[config.mk]
export PLATFORM = sky130hd
export DESIGN_NAME = acq_controller_flat
export DESIGN_NICKNAME = d
export VERILOG_FILES = /design/src/rtl/acq_sample_if.sv /design/src/rtl/acq_controller.sv /design/src/flat_wrapper.sv
export SDC_FILE = /design/constraint.sdc
export NUM_CORES = 1
export LEC_CHECK = 0
export CAP_MARGIN = 20
export CELL_PAD_IN_SITES_DETAIL_PLACEMENT = 1
export CELL_PAD_IN_SITES_GLOBAL_PLACEMENT = 2
export CORE_ASPECT_RATIO = 0.5
export CORE_UTILIZATION = 34
export DETAILED_ROUTE_END_ITERATION = 7
export PLACE_DENSITY_LB_ADDON = 0.05
export RECOVER_POWER = 50
export SYNTH_ARGS = -nofsm -noshare
export SYNTH_HDL_FRONTEND = slang
export SYNTH_SLANG_ARGS = --single-unit
[constraint.sdc]
create_clock -name i_clk -period 8.5 [get_ports i_clk]
set_input_delay 1.7 -clock i_clk [delete_from_list [all_inputs] [get_ports i_clk]]
set_output_delay 1.7 -clock i_clk [all_outputs]
set_load 0.01 [all_outputs]
[src/rtl/acq_sample_if.sv]
// ADC sample bus from the rate divider: one strobe plus both channel samples.
interface acq_sample_if #(
    parameter int DATA_W = 8
);
    logic              sample_en;
    logic [DATA_W-1:0] adc1_d;
    logic [DATA_W-1:0] adc2_d;

    modport master (output sample_en, adc1_d, adc2_d);
    modport slave  (input  sample_en, adc1_d, adc2_d);
endinterface

[src/rtl/acq_controller.sv]
// Scope acquisition sequencer: pre-trigger fill, trigger search, post-trigger
// fill into the circular sample buffer, then a ready flag for the MCU.
module acq_controller #(
    parameter int ADDR_W  = 13,
    parameter int DATA_W  = 8,
    parameter int AUTO_TO = 4096
) (
    input  logic              i_clk,
    input  logic              i_reset,
    input  logic              i_go,
    acq_sample_if.slave       i_smp,
    input  logic              i_trig_chan,
    input  logic              i_trig_edge,
    input  logic [DATA_W-1:0] i_trig_level,
    input  logic              i_trig_mode,
    output logic              o_wr_en,
    output logic [ADDR_W-1:0] o_wr_addr,
    output logic [ADDR_W-1:0] o_trig_addr,
    output logic [ADDR_W-1:0] o_start_addr,
    output logic [1:0]        o_ready,
    output logic [2:0]        o_state
);
    localparam int HALF_I = 2 ** (ADDR_W - 1);
    localparam logic [ADDR_W-1:0] HALF      = ADDR_W'(HALF_I);
    localparam logic [ADDR_W-1:0] PRE_LAST  = ADDR_W'(HALF_I - 1);
    localparam logic [ADDR_W-1:0] POST_LAST = ADDR_W'(HALF_I - 2);
    localparam logic [15:0]       TO_LAST   = 16'(AUTO_TO - 1);

    typedef enum logic [2:0] {
        IDLE  = 3'd0,
        PRE   = 3'd1,
        ARMED = 3'd2,
        POST  = 3'd3,
        DONE  = 3'd4
    } state_t;

    state_t            r_state;
    logic              r_go_d;
    logic [ADDR_W-1:0] r_wr_addr;
    logic [ADDR_W-1:0] r_trig_addr;
    logic [ADDR_W-1:0] r_start_addr;
    logic [1:0]        r_ready;
    logic [ADDR_W-1:0] r_cnt;
    logic [15:0]       r_to;
    logic              r_auto;
    logic [DATA_W-1:0] r_prev1;
    logic [DATA_W-1:0] r_prev2;

    logic              w_wr_en;
    logic              w_go_rise;
    logic [DATA_W-1:0] w_cur;
    logic [DATA_W-1:0] w_prev;
    logic              w_rise;
    logic              w_fall;
    logic              w_hit;

    assign w_wr_en   = i_smp.sample_en &
                       ((r_state == PRE) | (r_state == ARMED) | (r_state == POST));
    assign w_go_rise = i_go & ~r_go_d;

    // Both channels' last samples are kept so a live channel switch still
    // compares against the right history.
    assign w_cur  = i_trig_chan ? i_smp.adc2_d : i_smp.adc1_d;
    assign w_prev = i_trig_chan ? r_prev2 : r_prev1;
    assign w_rise = (w_prev <= i_trig_level) && (w_cur > i_trig_level);
    assign w_fall = (w_prev > i_trig_level) && (w_cur <= i_trig_level);
    assign w_hit  = i_trig_edge ? w_fall : w_rise;

    always_ff @(posedge i_clk) begin
        if (i_reset) begin
            r_state      <= IDLE;
            r_go_d       <= 1'b0;
            r_wr_addr    <= '0;
            r_trig_addr  <= '0;
            r_start_addr <= '0;
            r_ready      <= 2'b00;
            r_cnt        <= '0;
            r_to         <= '0;
            r_auto       <= 1'b0;
            r_prev1      <= '0;
            r_prev2      <= '0;
        end else begin
            r_go_d <= i_go;
            if (w_wr_en) begin
                r_wr_addr <= r_wr_addr + 1'b1;
                r_prev1   <= i_smp.adc1_d;
                r_prev2   <= i_smp.adc2_d;
            end
            case (r_state)
                IDLE: begin
                    if (w_go_rise) begin
                        r_state <= PRE;
                        r_cnt   <= '0;
                        r_ready <= 2'b00;
                    end
                end
                PRE: begin
                    if (!i_go) begin
                        r_state <= IDLE;
                        r_ready <= 2'b00;
                    end else if (w_wr_en) begin
                        r_cnt <= r_cnt + 1'b1;
                        if (r_cnt == PRE_LAST) begin
                            r_state <= ARMED;
                            r_to    <= '0;
                        end
                    end
                end
                ARMED: begin
                    if (!i_go) begin
                        r_state <= IDLE;
                        r_ready <= 2'b00;
                    end else if (w_wr_en) begin
                        if (w_hit) begin
                            r_trig_addr <= r_wr_addr;
                            r_auto      <= 1'b0;
                            r_state     <= POST;
                            r_cnt       <= '0;
                        end else begin
                            r_to <= r_to + 1'b1;
                            if (!i_trig_mode && r_to == TO_LAST) begin
                                r_trig_addr <= r_wr_addr;
                                r_auto      <= 1'b1;
                                r_state     <= POST;
                                r_cnt       <= '0;
                            end
                        end
                    end
                end
                POST: begin
                    if (!i_go) begin
                        r_state <= IDLE;
                        r_ready <= 2'b00;
                    end else if (w_wr_en) begin
                        r_cnt <= r_cnt + 1'b1;
                        if (r_cnt == POST_LAST) begin
                            r_state      <= DONE;
                            r_start_addr <= r_trig_addr + HALF;
                            r_ready      <= {r_auto, 1'b1};
                        end
                    end
                end
                DONE: begin
                    if (!i_go) r_state <= IDLE;
                end
                default: r_state <= IDLE;
            endcase
        end
    end

    assign o_wr_en      = w_wr_en;
    assign o_wr_addr    = r_wr_addr;
    assign o_trig_addr  = r_trig_addr;
    assign o_start_addr = r_start_addr;
    assign o_ready      = r_ready;
    assign o_state      = r_state;
endmodule

[src/flat_wrapper.sv]
// flat-port wrapper written by rule: the top's interface ports become plain ports
module acq_controller_flat 
#(
    parameter int ADDR_W  = 13,
    parameter int DATA_W  = 8,
    parameter int AUTO_TO = 4096
)
  (i_clk, i_reset, i_go, i_trig_chan, i_trig_edge, i_trig_level, i_trig_mode, o_wr_en, o_wr_addr, o_trig_addr, o_start_addr, o_ready, o_state, i_smp_sample_en, i_smp_adc1_d, i_smp_adc2_d);
  acq_sample_if #(.DATA_W(DATA_W)) i_smp_i ();
  input  logic i_clk;
  input  logic i_reset;
  input  logic i_go;
  input  logic i_trig_chan;
  input  logic i_trig_edge;
  input  logic [DATA_W-1:0] i_trig_level;
  input  logic i_trig_mode;
  output logic o_wr_en;
  output logic [ADDR_W-1:0] o_wr_addr;
  output logic [ADDR_W-1:0] o_trig_addr;
  output logic [ADDR_W-1:0] o_start_addr;
  output logic [1:0] o_ready;
  output logic [2:0] o_state;
  input wire logic [$bits(i_smp_i.sample_en)-1:0] i_smp_sample_en;
  input wire logic [$bits(i_smp_i.adc1_d)-1:0] i_smp_adc1_d;
  input wire logic [$bits(i_smp_i.adc2_d)-1:0] i_smp_adc2_d;
  assign i_smp_i.sample_en = i_smp_sample_en;
  assign i_smp_i.adc1_d = i_smp_adc1_d;
  assign i_smp_i.adc2_d = i_smp_adc2_d;
  acq_controller #(.ADDR_W(ADDR_W), .DATA_W(DATA_W), .AUTO_TO(AUTO_TO)) u_core (.i_clk(i_clk), .i_reset(i_reset), .i_go(i_go), .i_smp(i_smp_i), .i_trig_chan(i_trig_chan), .i_trig_edge(i_trig_edge), .i_trig_level(i_trig_level), .i_trig_mode(i_trig_mode), .o_wr_en(o_wr_en), .o_wr_addr(o_wr_addr), .o_trig_addr(o_trig_addr), .o_start_addr(o_start_addr), .o_ready(o_ready), .o_state(o_state));
endmodule
==> results.cfg, run 1 <==
[floorplanning]
io_pins = 76
fp.dieH_um = 85.9
rows = 30
dieArea_mm2 = 0.0146
start_util = 0.351
die_w_um = 170
coreArea_mm2 = 0.0137

[routing]
wl_um = 13400
firstDrtPassIters = 4
drt_iter0_drc = 204
post-route-drc-count = 0
wl_per_cell_um = 16.0
drtAntennaViolNets = 0
avgViaCountPerCell = 5.17
num_vias = 4339

[sta]
grt_setup_unrepaired = no
drv_slew = 0
worstMarginPinSlew_ps = 1080
holdWs_ps = 455
hold_violations = 0
fin_crit_ps = 6370
setup_viol = 0
post-route-period-util = 0.749
fin_worst_skew_ps = 16.4
slew_headroom = 0.271
timing.fmax_mhz = 157
finalSetupTns_ps = 0
worst_slack_ps = 2130

[clock_network]
cts_hold_buffers = 0
post_cts_buffers = 0
numClockSinks = 91
cts_tree = done
clockBufferDepth = 2
clk_latency_ps = 350
cts_buffers = 9
htreeDepth = 3
cts_resized = 0
clkTransAtPathRegs_ps = 60
clock_tree.root_cell = clkbuf_16

[synthesis]
ys_top_cells_by_area = dfxtp_1 38%, nand2_1 8.6%, mux2i_1 7.9%
synth_top_cell_by_area = dfxtp_1
synth_warnings = 0
syn_inst = 582
synth-async-reset-ratio = 0
ys.flop_type = dfxtp_1
synth_edf_count = 0
synth_top_cell_area_share = 0.380
synth_cell_types = 53
ys_ff_latch = 91
syn-num-nets = 633
syn_area_mm2 = 0.00479
postSynthAreaPerCell_um2 = 8.23
seq_area_frac_synth = 0.380

[placement]
placed_cell_area_mm2 = 0.00569
dp.final_hpwl_um = 9550
port_buffers = 75
dp_slack_ps = 2290
placed_cells = 823
gp_congestion = 0.801

[final_layout]
nets = 694
fin_cells = 840
post_route_cells_drive_above_1_share = 0.0710
design_area_mm2 = 0.00599
multi_input_area_mm2 = 0.00279
final-seq-area_mm2 = 0.00182
fillers = 1640
area_delta_synth_final_pct = 25.0
num_antenna_cells = 0

[worst_hold_path]
min_delay_path_depth = 2
hold_start = u_core.r_prev2[3]
min_path_type = reg2reg

[critical_path]
startpoint = i_smp_sample_en
critPathRequiredTime_ps = 6800
ff2ff_path_depth = 9
critical_path_class = in2out
r2r-start = u_core.r_prev2[1]
critPathMaxFanout = 23
worstSetupStartpointType = input pin
end_kind = output pin
cp.arrival_ps = 4670

[power]
powerDensity_mw_per_mm2 = 182
power_leakage_uw = 0.00232
peakVddDrop_mv = 0.0911

[global_route]
grt_max_degree = 60
grt_pass1_wl_um = 22000
gr-total-overflow = 0
antenna_found_initial = 0
grt.total_usage = 0.189
grt_pass1_vias = 4194

[status]
outcome = finished, final reports clean

[job]
cap_violations = 0
-- logic make-up (layout without fill, tap and decap cells) --
| kind of cell | Yosys count | in the layout | share of synthesized area |
|---|---|---|---|
| fa+ha+maj | 20 | 20 | 0.0522 |
| simple gates | 249 | 249 | 0.241 |
| buf+inv | 46 | 112 | 0.0376 |
| mux | 53 | 53 | 0.115 |
| compound gates | 112 | 112 | 0.154 |
| xor+xnor | 11 | 11 | 0.0201 |
| flops | 91 | 91 | 0.380 |
-- layout by cell type (no fill, tap or decap), types with 9 or more instances in the layout --
master / netlist / final
clkdlybuf4s50_1: 0 / 28
mux2i_1: 38 / 38
dfxtp_1: 91 / 91
nand4_1: 14 / 14
nand2b_1: 13 / 13
ha_1: 20 / 20
nand2_1: 110 / 110
o21ai_0: 21 / 21
inv_1: 16 / 16
clkbuf_16: 0 / 9
nor2_1: 48 / 48
mux2_2: 15 / 15
nand3_1: 18 / 18
dlygate4sd3_1: 0 / 46
a21oi_1: 38 / 37
-- critical path: stages --
cell and delay [ps]:
dlygate4sd3_1 640, nand2b_1 180, or2_0 830, inv_1 660
clkdlybuf4s50_1 640
-- per-stage QoR --
stage / util / power, uW
after floorplan: - / 622
after global placement: 0.416 / 700
after detailed placement: 0.416 / 701
after CTS: 0.438 / 1100
after global routing: 0.438 / 1150
final: 0.438 / 1090
-- cell usage after synthesis (2+ instances only) --
| master | count |
|---|---|
| dfxtp_1 | 91 |
| a41oi_1 | 2 |
| a31oi_1 | 7 |
| o22ai_1 | 3 |
| o21a_1 | 3 |
| o31ai_1 | 2 |
| and2_1 | 5 |
| inv_1 | 16 |
| nor2_1 | 48 |
| o31a_1 | 3 |
| o21ai_0 | 21 |
| buf_2 | 3 |
| xnor2_1 | 4 |
| mux2_2 | 15 |
| a21boi_0 | 2 |
| xor2_1 | 7 |
| and3_1 | 6 |
| a2111o_1 | 3 |
| o311ai_0 | 3 |
| a21o_1 | 2 |
| mux2i_1 | 38 |
| or2_2 | 4 |
| nand2b_1 | 13 |
| nand4_1 | 14 |
| a211oi_1 | 4 |
| ha_1 | 20 |
| o211ai_1 | 6 |
| nand2_1 | 110 |
| nor3b_1 | 2 |
| clkbuf_1 | 24 |
| nand3_1 | 18 |
| or3_1 | 8 |
| nor4_1 | 5 |
| nor3_1 | 4 |
| a32oi_1 | 2 |
| o2111ai_1 | 3 |
| and4_1 | 3 |
| or4_1 | 2 |
| nor2b_1 | 5 |
| a21oi_1 | 38 |
-- sequential cells by signal, summed over array words and instances (netlist names) --
name	count
u_core.r_to	16
u_core.o_start_addr	13
u_core.o_trig_addr	13
u_core.o_wr_addr	13
u_core.r_cnt	13
u_core.r_prev1	8
u_core.r_prev2	8
u_core.o_state	3
u_core.o_ready	2
u_core.r_auto	1
u_core.r_go_d	1
-- routing by layer --
metal	vias to the layer above	share of wire	wire length, um	track usage
met1	2079	0.53	7130	0.268
met3	11	0.035	473	0.0411
met2	62	0.43	5750	0.298
met4	0	0.0065	87	0.0319
li1	2187	-	-	-
met5	-	0	0	0
-- final timing paths --
| check | end | slack [ps] |
|---|---|---|
| max | o_wr_en | 2130 |
| min | u_core.r_prev2[3] | 460 |
| max reg2reg | u_core.o_trig_addr[6] | 5230 |
| min reg2reg | u_core.r_prev2[3] | 460 |
-- report_power, final --
| group | internal [uW] | total [uW] | switching (uW) |
|---|---|---|---|
| Combinational | 84.9 | 229 | 144 |
| Sequential | 443 | 460 | 16.4 |
| Clock | 207 | 401 | 195 |
| Total | 735 | 1090 | 355 |
-- final cells by class --
type,count,share of cell area
flip-flops and latches,91,0.304
well taps,192,0.0401
repair buffers,79,0.130
multi-input cells,445,0.466
inverters,17,0.0107
clock inverters,7,0.0113
clock buffers,9,0.0376
Note: power is estimated with default switching activity, not from simulation.
==> run 2, diff against run 1 <==
CORE_UTILIZATION = 32   (was 34)
clock period = 6.12 ns   (was 8.5 ns; I/O delays follow)
==> results.cfg, run 2 (synthesized netlist as in run 1, its figures left out) <==
[job]
cap_violations = 0

[routing]
avgViaCountPerCell = 5.11
num_vias = 4337
drtAntennaViolNets = 0
wl_met2_um = 5670
wl_met3_um = 625
drt_iter0_drc = 181
wl_per_cell_um = 15.5
wl_um = 13200
firstDrtPassIters = 4
post-route-drc-count = 0
dr.max_layer_used = met4
drt-met1-wl_um = 6800

[critical_path]
cp.arrival_ps = 3740
critPathRequiredTime_ps = 4900
r2r_slack_ps = 3210
cp_top_family = buffers and inverters
crit_chain = dlygate4sd3_1 -> nand2b_1 -> or2_0 -> inv_1 -> buf_4 -> clkdlybuf4s50_1
cp.buffers_inverters = 4
critical_path_class = in2out
ff2ff_path_depth = 8
r2r-start = u_core.r_cnt[1]
slowest_stage = or2_0
r2r-end = u_core.r_to[7]
slowest_delay_ps = 830
end_kind = output pin
critPathMaxFanout = 23
worstSetupStartpointType = input pin

[clock_network]
cts_hold_buffers = 0
clkTransAtPathRegs_ps = 70
clock_tree.root_cell = clkbuf_16
clk_latency_ps = 340
post_cts_buffers = 0
clockBufferDepth = 2
numClockSinks = 91
cts_resized = 0
cts_tree = done
htreeDepth = 3
cts_buffers = 9

[final_layout]
post_route_cells_drive_above_1_share = 0.0753
area_delta_synth_final_pct = 25.4
largest_reg_flops = 16
num_antenna_cells = 0
utilization = 0.413
top_register = u_core.r_to
final_cell_mix = 110 x nand2_1, 91 x dfxtp_1, 48 x nor2_1
fin_cells = 849
fillers = 1755
layout_commonest_cell = nand2_1
nets = 697

[sta]
worstMarginPinSlew_ps = 1070
drv_slew = 0
slew_headroom = 0.286
setup_viol = 0
finalSetupTns_ps = 0
post-route-period-util = 0.812
grt_setup_unrepaired = no
fin_worst_skew_ps = 10.5
timing.fmax_mhz = 201
hold_violations = 0
fin_crit_ps = 4970

[placement]
gp_congestion = 0.785
placed_cells = 833
port_buffers = 75
dp.final_hpwl_um = 9500

[global_route]
antenna_found_initial = 0
grt_max_degree = 60
grt.total_usage = 0.175
grt_pass1_vias = 4159
gr-total-overflow = 0
grt_pass1_wl_um = 21600

[power]
power_frac_seq = 0.426
power_leakage_uw = 0.00233
intPower_uw = 1020
p_comb_frac = 0.212
power_switching_uw = 482
switching_share = 0.321
p_clk_frac = 0.362
powerDensity_mw_per_mm2 = 250
peakVddDrop_mv = 0.137

[floorplanning]
rows = 31
fp.dieH_um = 88.5
coreArea_mm2 = 0.0145
start_util = 0.329
io_pins = 76
die_w_um = 175
dieArea_mm2 = 0.0155

[status]
outcome = finished, final reports clean

[worst_hold_path]
min_path_type = reg2reg
hold_end = u_core.r_prev2[2]
min_delay_path_depth = 2
hold_start = u_core.r_prev2[2]
==> run 2: how the worst max path moves through the flow <==
stage | startpoint | to | slack (ps) | cells past startpoint
final | i_smp_sample_en | o_wr_en | 1150 | 6
after global routing | i_smp_sample_en | o_wr_en | 940 | 6
after CTS | i_smp_sample_en | o_wr_en | 1450 | 6
after detailed placement | i_trig_chan | u_core.o_trig_addr[4] | 1210 | 11
after global placement | i_trig_chan | u_core.o_trig_addr[8] | 1320 | 11
after floorplan | i_trig_chan | u_core.o_trig_addr[10] | 1840 | 12
==> run 2: final cells by class <==
type | count | area, um^2 | share of cell area
clock inverters | 7 | 58.8 | 0.00979
well taps | 198 | 248 | 0.0412
flip-flops and latches | 91 | 1820 | 0.303
inverters | 17 | 63.8 | 0.0106
multi-input cells | 445 | 2790 | 0.465
repair buffers | 82 | 798 | 0.133
clock buffers | 9 | 225 | 0.0375
==> run 2: through the flow <==
step / power (uW) / setup WS, ps / cell area (um^2) / hold slack, ps
after floorplan: 864 / 1840 / 4790 / 433
after global placement: 980 / 1320 / 5720 / 442
after detailed placement: 981 / 1210 / 5720 / 448
after CTS: 1530 / 1450 / 6010 / 458
after global routing: 1590 / 940 / 6010 / 471
final: 1500 / 1150 / 6010 / 453
==> run 2: power by group through the flow <==
stage               logic, uW  clock network (uW)  registers (uW)
CTS                       328                 564             641
finish                    319                 543             640
floorplan                 217                   0             648
global route              358                 593             644
global placement          324                   0             655
detailed placement        326                   0             654
==> run 2: metal layers <==
layer | vias up | global-route usage
met3 | 6 | 0.0498
met5 | - | 0
met1 | 2078 | 0.240
li1 | 2192 | -
met4 | 0 | 0.0324
met2 | 61 | 0.276
==> run 2: tightest hold or removal path: stages, from the launching register on <==
cell and delay, ps:
dfxtp_1 310, nand2_1 50, a21oi_1 50
==> patch 1 (flow settings as in run 2) <==
`ADDR_W` is set to 13 in 2 places; all go to 15.
--- a/src/rtl/acq_controller.sv
+++ b/src/rtl/acq_controller.sv
@@ -3,3 +3,3 @@
 module acq_controller #(
-    parameter int ADDR_W  = 13,
+    parameter int ADDR_W  = 15,
     parameter int DATA_W  = 8,
--- a/src/flat_wrapper.sv
+++ b/src/flat_wrapper.sv
@@ -3,3 +3,3 @@
 #(
-    parameter int ADDR_W  = 13,
+    parameter int ADDR_W  = 15,
     parameter int DATA_W  = 8,
Ports: changed (resized o_start_addr, o_trig_addr and o_wr_addr); port bits go from 76 to 82. No check against the original RTL was run, so the function may have changed too.
==> patch 1 against run 2 <==
  * Total power rose by 9.1%
  * Count of clock-buffer cells in the layout rose by 1
  * Sequential cell count rose by 8
  * Worst setup slack improved by 0.18 ns
  * Synthesized cell count rose by 5.7%
  * Wire length rose by 15%
  * The run now ends with capacitance limit, slew limit left
  * Worst hold slack improved by 0.0034 ns
  * Cell area rose by 7.6%
  * Synthesized area rose by 8.2%
==> patch 1: results (changes against run 2) <==
GRT Util Overall - 18.9% (+1.5 points)
area share of the largest cell type after synthesis - 38.2% (+0.20 points)
Final HPWL DP - 10900 µm (+14%)
Final Max Tran Viols - 81 (+81)
final WL - 15100 µm (+15%)
status - finished, violations left
Reg-to-Reg Start - u_core.r_cnt[0]
actual slew at the worst max-slew pin - 3.14 ns (+2.07 ns)
fin nets - 734 (+5.3%)
DR iter-0 viols - 161 (-11%)
r2r setup slk - 2.67 ns (-0.54 ns)
Syn Area/Cell - 8.43 µm² (+2.4%)
Layout fillers - 1846 (+5.2%)
placed instance count - 875 (+5.0%)
CP arrival - 3.56 ns (-0.18 ns)
DR vias/cell - 5.18 (+1.4%)
met3 wire len - 402 µm (-36%)
port bufs - 81 (+8.0%)
average wire per standard cell - 17.0 µm (+9.3%)
sequential fraction of the synthesis area - 38.2% (+0.20 points)
Post-Route Skew - 0.00796 ns (-0.00258 ns)
worst ir drop on vdd - 124 µV (-9.8%)
maxcap violations - 1 (+1)
failing checks - capacitance limit, slew limit
internal power - 0.00112 W (+10%)
patch 1: changes by cell type after synthesis, sizes merged, moves of 5 or more:
| cell | change |
|---|---|
| dfxtp | +8 |
| nand4 | -6 |
| nand2 | -7 |
| nand2b | +27 |
| o21ai | -10 |
| and3 | +10 |
| mux2i | -18 |
| buf | +6 |
| a311oi | +6 |
| a21oi | +23 |
| nor2 | -12 |
| xor2 | +5 |
patch 1: cell type report:
cell class,instances,area [µm²],area share (%)
Tap cell,204,255,3.95
Sequential cell,99,1980,30.7
Clock buffer,10,229,3.54
Multi-Input combinational cell,467,3000,46.5
Clock inverter,6,72.6,1.12
Inverter,15,56.3,0.871
Timing Repair Buffer,91,865,13.4
patch 1: worst min-delay path by stage:
stage	start	end	depth (start not counted)
finish	u_core.o_start_addr[3]	u_core.o_start_addr[3]	2
global route	u_core.r_prev2[4]	u_core.r_prev2[4]	2
CTS	u_core.r_prev1[3]	u_core.r_prev1[3]	2
detailed placement	u_core.r_prev1[3]	u_core.r_prev1[3]	2
global placement	u_core.o_start_addr[3]	u_core.o_start_addr[3]	2
floorplan	u_core.r_prev2[1]	u_core.r_prev2[1]	2
patch 1: through the flow:
step                      setup WS, ns  hold slack [ns]
after floorplan                   1.86            0.433
final                             1.33            0.457
after detailed placement         0.993            0.451
after global placement            1.16            0.443
after global routing             0.872            0.484
after CTS                         1.36            0.463
patch 1: logic make-up (layout without fill, tap and decap cells):
logic type | count (synthesis) | count (layout) | synth area share (%)
multiplexers | 35 | 35 | 7.12
XOR/XNOR | 15 | 15 | 2.53
buffers and inverters | 49 | 122 | 3.86
AO/OA/AOI/OAI | 139 | 139 | 18.1
adder cells (fa/ha/maj) | 20 | 20 | 4.83
flip-flops | 99 | 99 | 38.2
AND/OR/NAND/NOR | 258 | 258 | 25.3
patch 1: power groups by stage:
stage	clock network (W)	registers (W)	logic (W)
floorplan	0	0.000704	0.000236
global placement	0	0.000717	0.000347
detailed placement	0	0.000717	0.000349
CTS	0.000618	0.000701	0.000351
global route	0.000641	0.000705	0.000390
finish	0.000595	0.000701	0.000343
patch 1: critical path, cell delays in order:
cell and delay (ns):
dlygate4sd3_1 0.67, nor2b_1 0.21, o21ai_0 0.12, clkbuf_1 0.69
inv_1 0.13, clkdlybuf4s50_1 0.51
patch 1: routing by layer:
| metal | vias to the layer above | global-route usage (%) |
|---|---|---|
| li1 | 2328 | - |
| met1 | 2223 | 27.0 |
| met2 | 62 | 29.3 |
| met3 | 8 | 4.25 |
| met4 | 0 | 3.43 |
| met5 | - | 0 |
==> patch 2 (flow settings as in run 2) <==
Without the edit above. Reset style: asynchronous (`i_reset`), changed in one clocked block.
--- a/src/rtl/acq_controller.sv
+++ b/src/rtl/acq_controller.sv
@@ -68,3 +68,3 @@
 
-    always_ff @(posedge i_clk) begin
+    always_ff @(posedge i_clk or posedge i_reset) begin
         if (i_reset) begin
Behaviour: differs if i_reset is asserted again (counterexample within 4 cycles, from zero or initial values and one cycle with i_reset high); with i_reset held inactive, the same outputs for 10 cycles.
==> patch 2 against run 2 <==
  * The run now ends with capacitance limit, slew limit left
  * Critical path depth is 5 higher
  * Global-route usage is 0.74 points lower
  * Worst hold slack better by 0.022 ns
  * Cell area is 1.7% higher
  * Worst setup slack better by 0.013 ns
  * Sequential share of layout area is 7.0 points higher
  * Sequential cell count stayed put
  * Synthesized area is 0.94% higher
  * Register-to-register slack worse by 0.41 ns
  * Core utilization is 0.47 points higher
  * Wire length is 7.7% lower
  * Largest cell class unchanged
Power is not compared: it rests on default switching activity, and its combinational part moved more than twofold at a synthesized area within 25%.
==> patch 2: results (changes against run 2) <==
status - finished, violations left
failing checks - capacitance limit, slew limit
maxcap violations - 1 (+1)
Register-to-Register Path Depth - 6 (-2)
Final Max Tran Viols - 43 (+43)
cells taking the most area after synthesis - dfrtp_1 47%, mux2_2 11%, ha_1 5.2%
share of cells above drive strength 1 - 16.9% (+9.4 points)
average wire per standard cell - 16.8 µm (+8.1%)
Synth async-reset ratio - 100% (+100 points)
via count - 3693 (-15%)
WHS - 0.476 ns (+0.0221 ns)
Top delay family on crit path - compound AO/OA/AOI/OAI gates
CP arrival - 5.19 ns (+1.45 ns)
R2R Path End - u_core.o_start_addr[2]
Hold Crit Endpoint - u_core.o_ready[0]
fin nets - 573 (-18%)
number of global-route vias before repair - 3821 (-8.1%)
placed instance count - 709 (-15%)
Critical-path top delay cell - clkdlybuf4s50_1
Placer Congestion - 0.729 (-7.1%)
Cells after Synth - 448 (-23%)
pin count of the biggest net entering global routing - 51 (-15%)
Layout fillers - 1603 (-8.7%)
DR iter-0 viols - 113 (-38%)
Hold Crit Start - u_core.o_ready[0]
## patch 2: metrics by stage
stage / utilization [%] / instance area (µm²)
2_1_floorplan: - / 4840
3_3_place_gp: 39.6 / 5800
3_5_place_dp: 39.6 / 5800
4_1_cts: 41.8 / 6110
5_1_grt: 41.8 / 6110
6_report: 41.8 / 6110
## patch 2: layout make-up
type	instances	area, µm²	area share (%)
multi-input combinational	310	2370	38.8
sequential	91	2280	37.3
timing repair buffer	80	786	12.9
tap	198	248	4.05
clock buffer	10	239	3.91
inverter	30	114	1.86
clock inverter	6	77.6	1.27
## patch 2: metal layers
metal	GRT usage [%]	share of wire, %
met2	27.2	44
met1	22.5	52
met4	4.74	0.90
met3	4.00	3.2
met5	0	0
## patch 2: worst max path at each step
stage	slack, ns	end	start	depth (start not counted)
after floorplan	1.85	u_core.o_trig_addr[0]	i_trig_chan	12
after CTS	1.10	u_core.o_trig_addr[11]	i_trig_chan	11
final	1.17	u_core.o_trig_addr[10]	i_trig_chan	11
after global placement	0.80	u_core.o_trig_addr[10]	i_trig_chan	11
after global routing	0.92	u_core.o_trig_addr[10]	i_trig_chan	11
after detailed placement	0.76	u_core.o_trig_addr[10]	i_trig_chan	11
## patch 2: cell families after synthesis
kind of cell / after synthesis / share of synthesized area, %
fa+ha+maj: 20 / 5.17
simple gates: 128 / 14.7
xor+xnor: 13 / 2.35
buf+inv: 47 / 4.06
flops: 91 / 47.1
compound gates: 87 / 11.6
mux: 62 / 15.1
## patch 2: power by group
group          internal [W]  switching [W]
logic              0.000354       0.000389
clock network      0.000337       0.000268
registers          0.000748       0.000160
## patch 2: tightest hold or removal path, stage by stage, from the launching register on
cell	delay (ns)
dfrtp_1	0.34
nand2_1	0.05
nand2_1	0.05
